===== config.mk =====
export PLATFORM = sky130hd
export DESIGN_NAME = bms_meas_sequencer
export DESIGN_NICKNAME = d
export VERILOG_FILES = /design/src/rtl/bms_meas_sequencer.sv
export SDC_FILE = /design/constraint.sdc
export NUM_CORES = 1
export LEC_CHECK = 0
export BUFFER_PORTS_ARGS = -buffer_cell sky130_fd_sc_hd__buf_4
export CORE_MARGIN = 2
export CORE_UTILIZATION = 30
export DETAILED_ROUTE_END_ITERATION = 6
export PLACE_DENSITY = 0.58
export REMOVE_ABC_BUFFERS = 1
export SLEW_MARGIN = 25
export SYNTH_ARGS = -nofsm -noshare
export SYNTH_HDL_FRONTEND = slang
export SYNTH_SLANG_ARGS = --single-unit

===== constraint.sdc =====
create_clock -name clk -period 1.7 [get_ports clk]
set_input_delay 0.34 -clock clk [delete_from_list [all_inputs] [get_ports clk]]
set_output_delay 0.34 -clock clk [all_outputs]
set_load 0.005 [all_outputs]

===== src/rtl/bms_meas_sequencer.sv =====
// Periodic three-cell measurement scheduler: shares one ADC via req/ack, publishes a
// coherent voltage/SOC set with a one-cycle strobe, and tracks UV and ADC-timeout faults.
module bms_meas_sequencer #(
  parameter int          SAMPLE_PERIOD = 1000,
  parameter int          ADC_TIMEOUT   = 64,
  parameter logic [11:0] UV_THRESH     = 12'd2800,
  parameter int          UV_DEBOUNCE   = 3
) (
  input  logic        clk,
  input  logic        rst_n,
  input  logic        enable,
  output logic        adc_req,
  output logic [1:0]  adc_ch,
  input  logic        adc_ack,
  input  logic [11:0] adc_data,
  input  logic [7:0]  soc_percent,
  output logic [11:0] cell_1_voltage,
  output logic [11:0] cell_2_voltage,
  output logic [11:0] cell_3_voltage,
  output logic [7:0]  soc_latched,
  output logic        sample_valid,
  output logic        uv_fault,
  output logic        adc_timeout_fault,
  output logic [15:0] scan_count,
  output logic [2:0]  dbg_state
);

  localparam int TMR_W = $clog2(SAMPLE_PERIOD + 1);
  localparam int TO_W  = $clog2(ADC_TIMEOUT + 1);

  // Handshake: adc_req rises one cycle after REQ is entered and stays high, with adc_ch
  // stable, until the first cycle adc_ack=1 is seen (or the timeout expires); it drops on
  // that same edge. adc_ack is only meaningful while adc_req=1.
  typedef enum logic [2:0] {
    S_IDLE        = 3'd0,
    S_WAIT_PERIOD = 3'd1,
    S_REQ         = 3'd2,
    S_WAIT_ACK    = 3'd3,
    S_PUBLISH     = 3'd4
  } state_e;

  state_e            state_q, state_d;
  logic [1:0]        ch_q, ch_d;
  logic [TMR_W-1:0]  timer_q, timer_d;
  logic [TO_W-1:0]   to_cnt_q, to_cnt_d;
  logic [3:0]        uv_cnt_q, uv_cnt_d;
  logic              adc_req_q, adc_req_d;
  logic [1:0]        adc_ch_q, adc_ch_d;
  logic [11:0]       shadow_q [3];
  logic [11:0]       shadow_d [3];
  logic [11:0]       cell1_q, cell1_d, cell2_q, cell2_d, cell3_q, cell3_d;
  logic [7:0]        soc_q, soc_d;
  logic              sample_valid_q, sample_valid_d;
  logic              uv_fault_q, uv_fault_d;
  logic              to_fault_q, to_fault_d;
  logic [15:0]       scan_q, scan_d;

  logic              uv_hit;
  logic [3:0]        uv_cnt_inc;

  assign uv_hit     = (shadow_q[0] < UV_THRESH) || (shadow_q[1] < UV_THRESH) ||
                      (shadow_q[2] < UV_THRESH);
  assign uv_cnt_inc = (uv_cnt_q == 4'(UV_DEBOUNCE)) ? uv_cnt_q : uv_cnt_q + 4'd1;

  always_comb begin
    state_d        = state_q;
    ch_d           = ch_q;
    timer_d        = timer_q;
    to_cnt_d       = to_cnt_q;
    uv_cnt_d       = uv_cnt_q;
    adc_req_d      = adc_req_q;
    adc_ch_d       = adc_ch_q;
    shadow_d       = shadow_q;
    cell1_d        = cell1_q;
    cell2_d        = cell2_q;
    cell3_d        = cell3_q;
    soc_d          = soc_q;
    sample_valid_d = 1'b0;
    uv_fault_d     = uv_fault_q;
    to_fault_d     = to_fault_q;
    scan_d         = scan_q;

    case (state_q)
      S_IDLE: begin
        timer_d = '0;
        if (enable) begin
          state_d = S_REQ;
          ch_d    = 2'd0;
        end
      end

      S_WAIT_PERIOD: begin
        if (!enable) begin
          state_d = S_IDLE;
          timer_d = '0;
        end else if (timer_q == TMR_W'(SAMPLE_PERIOD - 1)) begin
          state_d = S_REQ;
          timer_d = '0;
          ch_d    = 2'd0;
        end else begin
          timer_d = timer_q + 1'b1;
        end
      end

      S_REQ: begin
        adc_req_d = 1'b1;
        adc_ch_d  = ch_q;
        to_cnt_d  = '0;
        state_d   = S_WAIT_ACK;
      end

      S_WAIT_ACK: begin
        // An ack on the expiry cycle takes priority over the abort.
        if (adc_req_q && adc_ack) begin
          case (ch_q)
            2'd0:    shadow_d[0] = adc_data;
            2'd1:    shadow_d[1] = adc_data;
            default: shadow_d[2] = adc_data;
          endcase
          adc_req_d = 1'b0;
          to_cnt_d  = '0;
          if (ch_q == 2'd2) begin
            state_d = S_PUBLISH;
          end else begin
            state_d = S_REQ;
            ch_d    = ch_q + 2'd1;
          end
        end else if (to_cnt_q == TO_W'(ADC_TIMEOUT - 1)) begin
          adc_req_d  = 1'b0;
          to_fault_d = 1'b1;
          to_cnt_d   = '0;
          timer_d    = '0;
          state_d    = S_WAIT_PERIOD;
        end else begin
          to_cnt_d = to_cnt_q + 1'b1;
        end
      end

      S_PUBLISH: begin
        cell1_d        = shadow_q[0];
        cell2_d        = shadow_q[1];
        cell3_d        = shadow_q[2];
        soc_d          = soc_percent;
        sample_valid_d = 1'b1;
        scan_d         = scan_q + 16'd1;
        to_fault_d     = 1'b0;
        if (uv_hit) begin
          uv_cnt_d   = uv_cnt_inc;
          uv_fault_d = (uv_cnt_inc == 4'(UV_DEBOUNCE));
        end else begin
          uv_cnt_d   = 4'd0;
          uv_fault_d = 1'b0;
        end
        timer_d = '0;
        state_d = S_WAIT_PERIOD;
      end

      default: state_d = S_IDLE;
    endcase
  end

  always_ff @(posedge clk or negedge rst_n) begin
    if (!rst_n) begin
      state_q        <= S_IDLE;
      ch_q           <= '0;
      timer_q        <= '0;
      to_cnt_q       <= '0;
      uv_cnt_q       <= '0;
      adc_req_q      <= 1'b0;
      adc_ch_q       <= '0;
      for (int i = 0; i < 3; i++) shadow_q[i] <= '0;
      cell1_q        <= '0;
      cell2_q        <= '0;
      cell3_q        <= '0;
      soc_q          <= '0;
      sample_valid_q <= 1'b0;
      uv_fault_q     <= 1'b0;
      to_fault_q     <= 1'b0;
      scan_q         <= '0;
    end else begin
      state_q        <= state_d;
      ch_q           <= ch_d;
      timer_q        <= timer_d;
      to_cnt_q       <= to_cnt_d;
      uv_cnt_q       <= uv_cnt_d;
      adc_req_q      <= adc_req_d;
      adc_ch_q       <= adc_ch_d;
      shadow_q       <= shadow_d;
      cell1_q        <= cell1_d;
      cell2_q        <= cell2_d;
      cell3_q        <= cell3_d;
      soc_q          <= soc_d;
      sample_valid_q <= sample_valid_d;
      uv_fault_q     <= uv_fault_d;
      to_fault_q     <= to_fault_d;
      scan_q         <= scan_d;
    end
  end

  assign adc_req           = adc_req_q;
  assign adc_ch            = adc_ch_q;
  assign cell_1_voltage    = cell1_q;
  assign cell_2_voltage    = cell2_q;
  assign cell_3_voltage    = cell3_q;
  assign soc_latched       = soc_q;
  assign sample_valid      = sample_valid_q;
  assign uv_fault          = uv_fault_q;
  assign adc_timeout_fault = to_fault_q;
  assign scan_count        = scan_q;
  assign dbg_state         = state_q;

endmodule


==> flow_summary.yaml, run 1 <==
status:
  outcome: "complete, no violations"
min_path:
  min_to: "soc_latched[5]"
  min_from: "soc_percent[5]"
  min_path_cells: 3
  hp-class: "in2reg"
worst_setup_path:
  crit_path_end_kind: "flop"
  reg2reg_depth: 5
  arrival_ps: 1900
  cp_max_fo: 6
  cp.required_ps: 1980
  r2r_start: "uv_cnt_q[0]"
  r2r_slack_ps: 80
  r2r-end: "uv_cnt_q[1]"
  crit_path_start_kind: "flop"
  crit_start: "uv_cnt_q[0]"
  worstSetupPathType: "reg2reg"
final_layout:
  layout_commonest_cell: "nand2_1"
  final_nets: 686
  stdcell_count: 896
  syn2layout_area_growth_pct: 32.89
  diodes: 0
  mostFrequentLayoutCells: "nand2_1, dfrtp_1, buf_4"
  drive_above_1_share_pct: 32.08
yosys:
  synth_seq_area_share_pct: 57.83
  synth_flop_cell: "dfrtp_1"
  syn_avg_cell_area_um2: 10.55
  ys_warn_count: 0
  synth_cell_types: 46
  syn_inst: 525
  ys_async_sr_fraction_pct: 100.0
  post_synth_instance_area_mm2: 0.005539
  synth-edff-count: 0
  synth_seq_cells: 128
clocking:
  clock_path_buffers: 2
  path_clk_slew_ps: 50
  cts_made_buffers: 17
  cts_sinks: 128
  htreeDepth: 4
  cts_tree: "yes"
  cts_root_buffer: "clkbuf_16"
  worstSkewPairLatency_ps: 410
pwr:
  p_clk_share_pct: 33.6
  power.switching_mw: 2.935
  p_sw_share_pct: 28.68
  p_int_mw: 7.298
  p_comb_share_pct: 24.6
  max-vdd-ir-drop_mv: 0.7712
  p_per_area_mw_per_mm2: 1390
  pwr-share-seq_pct: 41.8
  p_leak_nw: 3.656
route:
  finalWirelength_um: 13250
  routedWlPerCell_um: 14.78
  num_vias: 4273
  drc: 0
  routed_via_density: 4.769
  drt_iter0_drc: 212
  firstDrtPassIters: 4
  ant_nets: 0
die:
  die_h_um: 139.9
  initial_core_util_pct: 30.73
  io_pins: 93
  coreArea_mm2: 0.01802
  die_w_um: 139.9
  row_count: 49
  dieArea_mm2: 0.01957
sta:
  relSlewSlack_pct: 77.17
  finClkSkew_ps: 7.978
  finalCritPeriodShare_pct: 95.03
  post-route-min-period_ps: 1616
  worstMarginPinSlew_ps: 342.5
  fin_tns_setup_ps: 0
  grt_setup_unrepaired: "no"
  maxClockFrequency_mhz: 619.0
  maxSlewViolCount: 0
  setup_viol: 0
  hold_violations: 0
  setup_slack_ps: 84.45
place:
  io_buffers: 92
  dpl_worst_slack_ps: -104.3
  gp_congestion: 0.8262
  place_inst: 863
  dp_hpwl_um: 9594
global_routing:
  overflow: 0
  grt_pass1_wl_um: 22350
  grtUsageTotal_pct: 14.22
  grt_max_degree: 55
  grt_pass1_vias: 4468
  antenna_found_initial: 0
run:
  maxCapViolations: 0
-- cell usage after synthesis (2+ instances only) --
cell type  count  share of area (%)
and3_1         8               0.90
nor2_1        13               0.88
buf_2         10               0.90
mux2_2        38                7.7
nor3_4         2               0.59
and4_1         5               0.79
o21a_1         2               0.27
or3_1          2               0.23
o31ai_1        5               0.68
inv_1          7               0.47
a21oi_1        6               0.54
dfrtp_1      128                 58
xnor2_1       13                2.1
nor2b_1        5               0.56
nand2_1      161                 11
a31oi_1       17                1.9
nand2b_1       2               0.23
clkbuf_1       9               0.61
a22o_1         3               0.47
nand3_1       14                1.3
ha_1           7                1.6
nor3_1         6               0.54
xor2_1         2               0.32
and2_1         5               0.56
nand3b_1       9                1.2
nand4_1       10                1.1
o21ai_0       17                1.5
-- layer usage --
| metal | routed length (um) | track usage [%] | vias up |
|---|---|---|---|
| li1 | - | - | 2059 |
| met1 | 6286 | 18.75 | 2101 |
| met2 | 6201 | 22.21 | 100 |
| met3 | 618 | 4.611 | 13 |
| met4 | 140 | 4.684 | 0 |
| met5 | 0 | 0 | - |
-- cell families after synthesis --
group           share of synthesized area, %
simple gates                           20.98
flops                                  57.83
compound gates                         6.709
mux                                    7.906
buf+inv                                2.327
xor+xnor                               2.666
fa+ha+maj                              1.581
-- how the worst max path moves through the flow --
stage / depth (start not counted) / to
final: 5 / uv_cnt_q[1]
after global routing: 5 / uv_cnt_q[1]
after CTS: 5 / uv_cnt_q[1]
after detailed placement: 3 / uv_cnt_q[1]
after global placement: 4 / scan_count[8]
after floorplan: 5 / uv_cnt_q[1]
-- per-stage QoR --
step / power [mW] / utilization, % / instance area [um2] / hold WS, ps
5_1_grt: 10.89 / 40.84 / 7361 / 110.8
4_1_cts: 10.32 / 40.62 / 7321 / 95.69
6_report: 10.23 / 40.84 / 7361 / 116.7
3_3_place_gp: 6.664 / 37.37 / 6736 / 263.5
3_5_place_dp: 6.782 / 37.37 / 6736 / 271.8
2_1_floorplan: 5.531 / - / 5436 / 44.41
-- state kept, by name, summed over array words and instances (netlist names), 2 cells and up --
| name | flops |
|---|---|
| to_cnt_q | 7 |
| soc_latched | 8 |
| ch_q | 2 |
| shadow_q | 36 |
| timer_q | 10 |
| dbg_state | 3 |
| adc_ch | 2 |
| cell_3_voltage | 12 |
| cell_1_voltage | 12 |
| uv_cnt_q | 4 |
| scan_count | 16 |
| cell_2_voltage | 12 |
-- critical path, cell delays in order, from the launching register on --
cell and delay (ps):
dfrtp_2 410, ha_2 210, or3b_2 490, and3_1 200
o31ai_1 70, o21ai_1 110
-- final cells by class --
class | instances | area [um2]
fill | 1726 | 10660
sequential | 128 | 3204
multi-input combinational | 369 | 2240
timing repair buffer | 132 | 1039
clock buffer | 20 | 446.7
tap | 229 | 286.5
clock inverter | 11 | 116.4
inverter | 7 | 28.78
-- power by group through the flow --
stage               Combinational [mW]  Clock (mW)  Sequential [mW]
global placement                  2.39           0             4.27
floorplan                         1.26           0             4.27
global route                      2.81        3.70             4.38
CTS                               2.50        3.55             4.27
detailed placement                2.47           0             4.32
finish                            2.52        3.44             4.27
-- what timing repair did --
action / 4_1_cts / 5_1_grt
hold buffers: 1 / 0
setup buffers: 0 / 1
gates resized for setup: 2 / 11
hold endpoints to repair: 18 / 0
endpoints found under the setup margin: 56 / 51
pin swaps: 0 / 5
Power figures use the tool's default switching activity.
==> run 2, diff against run 1 <==
--- a/config.mk
+++ b/config.mk
@@ -11,6 +11,7 @@
 export DETAILED_ROUTE_END_ITERATION = 6
 export PLACE_DENSITY = 0.58
 export REMOVE_ABC_BUFFERS = 1
+export SETUP_SLACK_MARGIN = 0.15
 export SLEW_MARGIN = 25
 export SYNTH_ARGS = -nofsm -noshare
 export SYNTH_HDL_FRONTEND = slang
==> flow_summary.yaml, run 2 (synthesis results as in run 1) <==
status:
  outcome: "complete, no violations"
sta:
  worstMarginPinSlew_ps: 336.9
  finalCritPeriodShare_pct: 93.01
  setup_viol: 0
  grt_setup_unrepaired: "yes"
  finClkSkew_ps: 8.170
  maxClockFrequency_mhz: 632.4
  setup_slack_ps: 118.8
  maxSlewViolCount: 0
  fin_tns_setup_ps: 0
  hold_violations: 0
  post-route-min-period_ps: 1581
  relSlewSlack_pct: 77.37
min_path:
  hp-class: "in2reg"
route:
  routed_via_density: 4.843
  drc: 0
  ant_nets: 0
  finalWirelength_um: 13660
  drt_iter0_drc: 253
  firstDrtPassIters: 4
  num_vias: 4388
  routedWlPerCell_um: 15.08
global_routing:
  grt_max_degree: 55
  grt_pass1_vias: 4494
  overflow: 0
  grt_use_met3_pct: 4.611
  grt-busiest-layer: "met2"
  gr-usage-met1_pct: 18.86
  grtUsageTotal_pct: 14.35
  grt_pass1_wl_um: 22580
  grtUsageMet2_pct: 22.54
  antenna_found_initial: 0
pwr:
  p_comb_share_pct: 26.4
  p_clk_share_pct: 32.9
  pwr-share-seq_pct: 40.7
  p_sw_share_pct: 28.89
  p_int_mw: 7.447
  max-vdd-ir-drop_mv: 0.7802
  p_leak_nw: 3.754
  p_per_area_mw_per_mm2: 1387
  power.switching_mw: 3.026
final_layout:
  largest_register_ffs: 36
  fin_area_mm2: 0.007552
  mostFrequentLayoutCells: "nand2_1, dfrtp_1, buf_4"
  final_util_pct: 41.90
  drive_above_1_share_pct: 35.01
  final_nets: 696
  syn2layout_area_growth_pct: 36.35
  layout_commonest_cell: "nand2_1"
  diodes: 0
  stdcell_count: 906
  regMostFlops: "shadow_q"
worst_setup_path:
  worstSetupPathType: "reg2reg"
  arrival_ps: 1920
  cpPeakStageDelay_ps: 500
  crit_path_start_kind: "flop"
  path_cells: "or3b_4, nor3_4, and4_4, xor2_2"
  cp_num_buf_inv: 0
  cp.required_ps: 2040
  crit_family: "simple AND/OR/NAND/NOR gates"
  crit_path_end_kind: "flop"
  crit_path_top_delay_cell: "or3b_4"
  cp_max_fo: 7
place:
  io_buffers: 92
  dpl_cell_area_mm2: 0.006736
  gp_congestion: 0.8262
  dpl_worst_slack_ps: -104.3
  place_inst: 863
  dp_hpwl_um: 9594
clocking:
  clock_path_buffers: 2
  cts_sinks: 128
  worstSkewPairLatency_ps: 410
  cts_root_buffer: "clkbuf_16"
  cts_made_buffers: 17
  htreeDepth: 4
  cts_tree: "yes"
  path_clk_slew_ps: 50
die:
  die_w_um: 139.9
  dieArea_mm2: 0.01957
  coreArea_mm2: 0.01802
  initial_core_util_pct: 30.73
  io_pins: 93
  row_count: 49
  die_h_um: 139.9
run:
  maxCapViolations: 0
==> run 2: cell types whose count changed in the layout (fill, tap and decap cells not counted), sizes merged <==
cell,before,now
buf,131,141
==> run 2: timing repair <==
item                       4_1_cts  5_1_grt
hold endpoints to repair        18        0
resized for setup               10       28
hold buffers                     1        0
pin swaps                        7       16
setup endpoints to repair      109       83
setup buffers                    4        7
==> run 2: final timing paths <==
path	start	to	slack, ps	depth (start not counted)
worst max-delay path	dbg_state[0]	scan_count[8]	120	4
worst min-delay path	soc_percent[5]	soc_latched[5]	120	3
worst max register to register	dbg_state[0]	scan_count[8]	120	4
worst min register to register	shadow_q[27]	cell_1_voltage[3]	460	2
max in group asynchronous	rst_n	cell_2_voltage[4]	730	3
min in group asynchronous	rst_n	cell_3_voltage[2]	370	2
==> run 2: through the flow <==
| step | hold slack (ps) | power [mW] |
|---|---|---|
| 2_1_floorplan | 44.41 | 5.531 |
| 6_report | 115.7 | 10.47 |
| 3_3_place_gp | 263.5 | 6.664 |
| 5_1_grt | 110.8 | 11.12 |
| 3_5_place_dp | 271.8 | 6.782 |
| 4_1_cts | 95.69 | 10.39 |
==> run 2: worst register-to-register path: stages (launching register included) <==
cell	delay (ps)
dfrtp_1	380
or3b_4	500
nor3_4	240
and4_4	270
xor2_2	130
==> run 2: per-layer routing <==
| layer | share of wire [%] | vias to the layer above | wire [um] |
|---|---|---|---|
| li1 | - | 2077 | - |
| met1 | 46 | 2178 | 6291 |
| met2 | 48 | 118 | 6541 |
| met3 | 4.9 | 15 | 670 |
| met5 | 0 | - | 0 |
| met4 | 1.1 | 0 | 157 |
==> run 2: power groups by stage <==
stage	registers [mW]	logic (mW)	clock network, mW
5_1_grt	4.37	3.05	3.70
6_report	4.27	2.76	3.44
3_3_place_gp	4.27	2.39	0
2_1_floorplan	4.27	1.26	0
4_1_cts	4.26	2.57	3.55
3_5_place_dp	4.32	2.47	0
==> run 2: final cells by class <==
cell class	count	area [um2]
multi-input combinational	369	2318
clock buffer	20	446.7
tap	229	286.5
timing repair buffer	142	1152
inverter	7	28.78
fill	1718	10470
clock inverter	11	116.4
sequential	128	3203
